[src/rtl/phantom_txn_sequencer.sv]
// Launches and monitors NUM_CH AXI master example channels. Channels can be launched in
// parallel or sequentially. Errors and timeouts are captured per channel, and the run ends in a pass/fail verdict.
module phantom_txn_sequencer #(
  parameter int NUM_CH      = 4,
  parameter int START_DELAY = 25,
  parameter int TIMEOUT_W   = 16,
  localparam int CH_W  = (NUM_CH > 1) ? $clog2(NUM_CH) : 1,
  localparam int DLY_W = (START_DELAY > 1) ? $clog2(START_DELAY) : 1
) (
  input  logic                 ACLK,
  input  logic                 ARESETN,
  input  logic                 start,
  input  logic                 mode,
  input  logic [NUM_CH-1:0]    ch_enable,
  input  logic [TIMEOUT_W-1:0] timeout_limit,
  output logic [NUM_CH-1:0]    init_axi_txn,
  input  logic [NUM_CH-1:0]    txn_done,
  input  logic [NUM_CH-1:0]    txn_error,
  output logic                 busy,
  output logic                 done,
  output logic                 pass,
  output logic [NUM_CH-1:0]    err_mask,
  output logic [NUM_CH-1:0]    timeout_mask,
  output logic [CH_W-1:0]      cur_ch
);

  typedef enum logic [2:0] {IDLE, DELAY, LAUNCH, WAIT, FINISH} state_t;

  state_t               state;
  logic [DLY_W-1:0]     dly_cnt;
  logic [TIMEOUT_W-1:0] tcnt;
  logic [TIMEOUT_W-1:0] limit_q;
  logic                 mode_q;
  logic [NUM_CH-1:0]    en_q;
  logic [NUM_CH-1:0]    serviced;
  logic [NUM_CH-1:0]    pending;
  logic [NUM_CH-1:0]    done_prev;

  logic [NUM_CH-1:0]    complete;
  logic [NUM_CH-1:0]    timed;
  logic [NUM_CH-1:0]    pending_nx;
  logic [NUM_CH-1:0]    remaining;
  logic [NUM_CH-1:0]    next_hot;
  logic [CH_W-1:0]      next_idx;
  logic                 expired;

  // A completion is a fresh rising edge of txn_done on a channel whose init line is still up,
  // so a level left over from an earlier run never counts.
  always_comb begin
    complete   = txn_done & ~done_prev & init_axi_txn & pending;
    expired    = (limit_q != '0) && (tcnt >= limit_q - TIMEOUT_W'(1));
    timed      = expired ? (pending & ~complete) : '0;
    pending_nx = pending & ~complete & ~timed;
    remaining  = en_q & ~serviced;
  end

  // Lowest enabled channel not yet launched; scanning downward lets the lowest index win.
  always_comb begin
    next_idx = '0;
    next_hot = '0;
    for (int i = NUM_CH - 1; i >= 0; i--) begin
      if (remaining[i]) begin
        next_idx    = CH_W'(i);
        next_hot    = '0;
        next_hot[i] = 1'b1;
      end
    end
  end

  always_ff @(posedge ACLK or negedge ARESETN) begin
    if (!ARESETN) begin
      state        <= IDLE;
      dly_cnt      <= '0;
      tcnt         <= '0;
      limit_q      <= '0;
      mode_q       <= 1'b0;
      en_q         <= '0;
      serviced     <= '0;
      pending      <= '0;
      done_prev    <= '0;
      init_axi_txn <= '0;
      busy         <= 1'b0;
      done         <= 1'b0;
      pass         <= 1'b0;
      err_mask     <= '0;
      timeout_mask <= '0;
      cur_ch       <= '0;
    end else begin
      done_prev <= txn_done;
      case (state)
        IDLE: begin
          if (start) begin
            mode_q       <= mode;
            en_q         <= ch_enable;
            limit_q      <= timeout_limit;
            err_mask     <= '0;
            timeout_mask <= '0;
            done         <= 1'b0;
            pass         <= 1'b0;
            busy         <= 1'b1;
            serviced     <= '0;
            dly_cnt      <= '0;
            cur_ch       <= '0;
            state        <= (START_DELAY == 0) ? LAUNCH : DELAY;
          end
        end
        DELAY: begin
          if (dly_cnt == DLY_W'(START_DELAY - 1)) begin
            state <= LAUNCH;
          end else begin
            dly_cnt <= dly_cnt + DLY_W'(1);
          end
        end
        LAUNCH: begin
          tcnt <= '0;
          if (en_q == '0) begin
            state <= FINISH;
          end else if (!mode_q) begin
            init_axi_txn <= en_q;
            pending      <= en_q;
            serviced     <= en_q;
            state        <= WAIT;
          end else begin
            init_axi_txn <= next_hot;
            pending      <= next_hot;
            serviced     <= serviced | next_hot;
            cur_ch       <= next_idx;
            state        <= WAIT;
          end
        end
        WAIT: begin
          if (tcnt != '1) begin
            tcnt <= tcnt + TIMEOUT_W'(1);
          end
          init_axi_txn <= init_axi_txn & pending_nx;
          pending      <= pending_nx;
          err_mask     <= err_mask | (complete & txn_error);
          timeout_mask <= timeout_mask | timed;
          if (pending_nx == '0) begin
            state <= (mode_q && (remaining != '0)) ? LAUNCH : FINISH;
          end
        end
        FINISH: begin
          done   <= 1'b1;
          busy   <= 1'b0;
          pass   <= ((err_mask | timeout_mask) == '0);
          cur_ch <= '0;
          state  <= IDLE;
        end
        default: state <= IDLE;
      endcase
    end
  end

endmodule
[config.mk]
export PLATFORM = sky130hd
export DESIGN_NAME = phantom_txn_sequencer
export DESIGN_NICKNAME = d
export VERILOG_FILES = /design/src/rtl/phantom_txn_sequencer.sv
export SDC_FILE = /design/constraint.sdc
export NUM_CORES = 1
export LEC_CHECK = 0
export BUFFER_PORTS_ARGS = -buffer_cell sky130_fd_sc_hd__buf_2
export CAP_MARGIN = 20
export CORE_MARGIN = 1.5
export CORE_UTILIZATION = 35
export CTS_BUF_LIST = sky130_fd_sc_hd__clkbuf_4 sky130_fd_sc_hd__clkbuf_8 sky130_fd_sc_hd__clkbuf_16
export DETAILED_ROUTE_END_ITERATION = 10
export HOLD_SLACK_MARGIN = 0.12
export PLACE_DENSITY = 0.51
export REMOVE_ABC_BUFFERS = 1
export SLEW_MARGIN = 20
export SYNTH_ARGS = -nofsm -noshare
export SYNTH_HDL_FRONTEND = slang
export SYNTH_SLANG_ARGS = --single-unit
export TNS_END_PERCENT = 5
[constraint.sdc]
create_clock -name ACLK -period 3.9 [get_ports ACLK]
set_clock_uncertainty 0.15 [all_clocks]
set_input_delay 0.975 -clock ACLK [delete_from_list [all_inputs] [get_ports ACLK]]
set_output_delay 0.975 -clock ACLK [all_outputs]
set_load 0.03 [all_outputs]
==> flow_summary_export.csv <==
group,metric,value,unit
placement,placed_cell_area,4370,um^2
timing,whs,0.327,ns
critical_path,critPathBufInv,0,
cts,worstSkewPairLatency,0.35,ns
floorplan,die-area,12100,um^2
drt,wl_per_cell,15.7,um
grt,grt_antenna_before_repair,0,
power_and_ir_drop,peakVddDrop,0.000309,V
min_path,min_path_type,"reg2reg",
finish,syn2layout_area_growth,18.4,%
finish,final_core_util,43.1,%
logic_synthesis,synthCells,446,
power_and_ir_drop,power_density,744,nW/um^2
drt,routed_wl,10100,um
cts,htree_levels,3,
grt,grt_overflow,0,
logic_synthesis,synth.most_common_cell,"nand2_1",
critical_path,critPathRequiredTime,3.96,ns
logic_synthesis,ys_seq_area_share,46.1,%
floorplan,std_cell_rows,38,
critical_path,critPathKind,"reg2reg",
floorplan,io_pins,49,
cts,root_buffer,"clkbuf_16",
critical_path,critical_path_depth,12,
critical_path,crit_fanout,7,
power_and_ir_drop,p_sw,1.46,mW
floorplan,core_area,11000,um^2
critical_path,rr_worst_depth,12,
finish,fin_area,4750,um^2
logic_synthesis,synth_area,4010,um^2
critical_path,r2r-end,"init_axi_txn[3]",
cts,clkTransAtPathRegs,0.06,ns
power_and_ir_drop,leakagePower,2.26,nW
critical_path,crit_chain,"or4_4, nor3_4, nand3_2, nor2b_2, xnor2_1, ha_1, nand4_1, or3_1, or4_1, nand4_1, and2_2, o22ai_1",
finish,drive_gt1_share,18.4,%
cts,clkSinkCount,74,
placement,gp_congestion,0.853,
timing,min_period,3.76,ns
critical_path,startpoint_type,"register",
critical_path,slowest_stage,"or4_4",
timing,max_clock_freq,266,MHz
logic_synthesis,synthTopCellsByArea,"dfrtp_1 (46%), nand2_1 (9.3%), ha_1 (6.5%)",
drt,drt_iter0_drc,186,
critical_path,timing.rr.start,"limit_q[5]",
timing,hold_viol_final,0,
cts,cts_made_buffers,9,
floorplan,dieHeight,110,um
finish,nets,549,
drt,vias_per_cell,5.21,
logic_synthesis,ys.flop_type,"dfrtp_1",
critical_path,arrival,3.82,ns
power_and_ir_drop,total_power,3.53,mW
cts,cts.path.max_buffers,2,
drt,drc_errors,0,
outcome,outcome,"complete, no violations",
grt,grt_pass1_wl,16400,um
timing,drv_slew,0,
power_and_ir_drop,seq_power_share,36.9,%
drt,vias,3338,
placement,io_buffers,48,
logic_synthesis,synth_cell_types,52,
grt,grt.total_usage,18.1,%
floorplan,initial_core_util,36.4,%
drt,drt_first_pass_iters,6,
cts,cts_tree,"built",
logic_synthesis,synth-edff-count,0,
placement,dp_hpwl,7000,um
drt,ant_nets,0,
logic_synthesis,yosys_register_bits,74,
logic_synthesis,syn_avg_cell_area,9.00,um^2
logic_synthesis,async_flop_share,100,%
grt,grt_pass1_vias,3309,
critical_path,critPathMaxStageDelay,0.58,ns
logic_synthesis,yosysTopAreaCell,"dfrtp_1",
power_and_ir_drop,swShare,41.4,%
finish,n_antenna_cell,0,
logic_synthesis,yosys_warnings,0,
power_and_ir_drop,p_int,2.07,mW
timing,worst_pin_slew,0.977,ns
critical_path,crit_top_cell,"nand4_1",
floorplan,die_w,110,um
timing,slew_headroom,34.9,%
critical_path,r2r_slack,0.14,ns
timing,fin_crit_sh,96.5,%
critical_path,cpLargestDelayFamily,"simple AND/OR/NAND/NOR gates",
timing,finalSetupViolations,0,
power_and_ir_drop,p_comb_share,39.0,%
logic_synthesis,synth_top_area_share,46.1,%
critical_path,crit_path_end_kind,"register",
logic_synthesis,synth_commonest_cells,"nand2_1 (99), dfrtp_1 (74), nor2_1 (38), a21oi_1 (21), ha_1 (21)",
power_and_ir_drop,clockPowerShare,24.2,%
grt,grt_max_degree,75,
critical_path,startpoint,"limit_q[5]",
job,drv_cap,0,
critical_path,endpoint,"init_axi_txn[3]",
## area by class of cell
cell class	instances	area (um^2)
tap	140	175
fill	1124	6280
inverter	10	37.5
clock buffer	10	239
timing repair buffer	55	295
clock inverter	6	63.8
multi-input combinational	346	2090
sequential	74	1850
## routing by layer
| layer | global-route usage (%) | vias to the layer above | part of all wire [%] |
|---|---|---|---|
| li1 | - | 1661 | - |
| met1 | 23.7 | 1595 | 47 |
| met2 | 28.8 | 69 | 47 |
| met3 | 5.06 | 13 | 4.3 |
| met4 | 6.14 | 0 | 1.8 |
| met5 | 0 | - | 0 |
## layout by cell type, fill, tap and decap left out, types with 3 or more instances in the layout
| cell | netlist | final |
|---|---|---|
| buf_2 | 1 | 47 |
| xor2_1 | 14 | 14 |
| a22o_1 | 4 | 4 |
| nor3_1 | 13 | 12 |
| clkbuf_16 | 0 | 9 |
| nand2_1 | 99 | 98 |
| nor2b_1 | 5 | 4 |
| buf_4 | 0 | 8 |
| xnor2_1 | 13 | 13 |
| inv_1 | 10 | 10 |
| mux2i_1 | 3 | 3 |
| dfrtp_1 | 74 | 73 |
| ha_1 | 21 | 21 |
| a21oi_1 | 21 | 21 |
| nor4_1 | 6 | 4 |
| o21ai_0 | 16 | 16 |
| and2_1 | 3 | 3 |
| nand4_1 | 9 | 9 |
| nand3_1 | 13 | 12 |
| nand3b_1 | 4 | 4 |
| nor2_1 | 38 | 36 |
| or2_2 | 3 | 3 |
| nand2b_1 | 4 | 4 |
| and3_1 | 7 | 7 |
| or3_1 | 3 | 3 |
| a31oi_1 | 7 | 7 |
| o31ai_1 | 5 | 5 |
| o22ai_1 | 5 | 5 |
## worst min-delay path by stage
stage                   to  cells after the start         from  slack (ns)
6_report              done                      1         done        0.33
3_3_place_gp          done                      1         done        0.32
4_1_cts               done                      1         done        0.33
3_5_place_dp          done                      1         done        0.31
5_1_grt               done                      1         done        0.35
2_1_floorplan  limit_q[12]                      2  limit_q[12]        0.33
## power groups by stage
| stage | sequential (mW) | clock, mW | combinational (mW) |
|---|---|---|---|
| after detailed placement | 1.31 | 0 | 1.34 |
| final | 1.30 | 0.854 | 1.38 |
| after CTS | 1.30 | 0.883 | 1.34 |
| after global placement | 1.30 | 0 | 1.32 |
| after global routing | 1.34 | 0.911 | 1.58 |
| after floorplan | 1.29 | 0 | 0.926 |
## flip-flops by register name, indices dropped and copies added (netlist names)
name and count:
pass 1, cur_ch 2, limit_q 16, state 3, serviced 4, mode_q 1
done_prev 4, timeout_mask 4, en_q 4, init_axi_txn 4, done 1, err_mask 4
pending 4, dly_cnt 5, busy 1, tcnt 16
## repair_timing
item / CTS / global route
buffers inserted: 0 / 5
hold buffers: 0 / 0
setup endpoints to repair: 0 / 15
gates resized for setup: 0 / 10
## per-stage QoR
stage,setup TNS (ns),worst slack [ns],instances
4_1_cts,0,0.0409,635
3_5_place_dp,0,0.0485,619
3_3_place_gp,0,0.164,619
5_1_grt,-0.0583,-0.0139,641
2_1_floorplan,0,0.403,429
6_report,0,0.135,641
## kinds of logic (layout without fill, tap and decap cells)
logic type	count (synthesis)	count (layout)	synth area share [%]
AND/OR/NAND/NOR	219	220	25.9
flip-flops	74	74	46.1
AO/OA/AOI/OAI	73	73	11.3
XOR/XNOR	27	27	5.89
buffers and inverters	27	81	2.84
adder cells (fa/ha/maj)	21	21	6.55
multiplexers	5	5	1.31
Power figures use the tool's default switching activity.
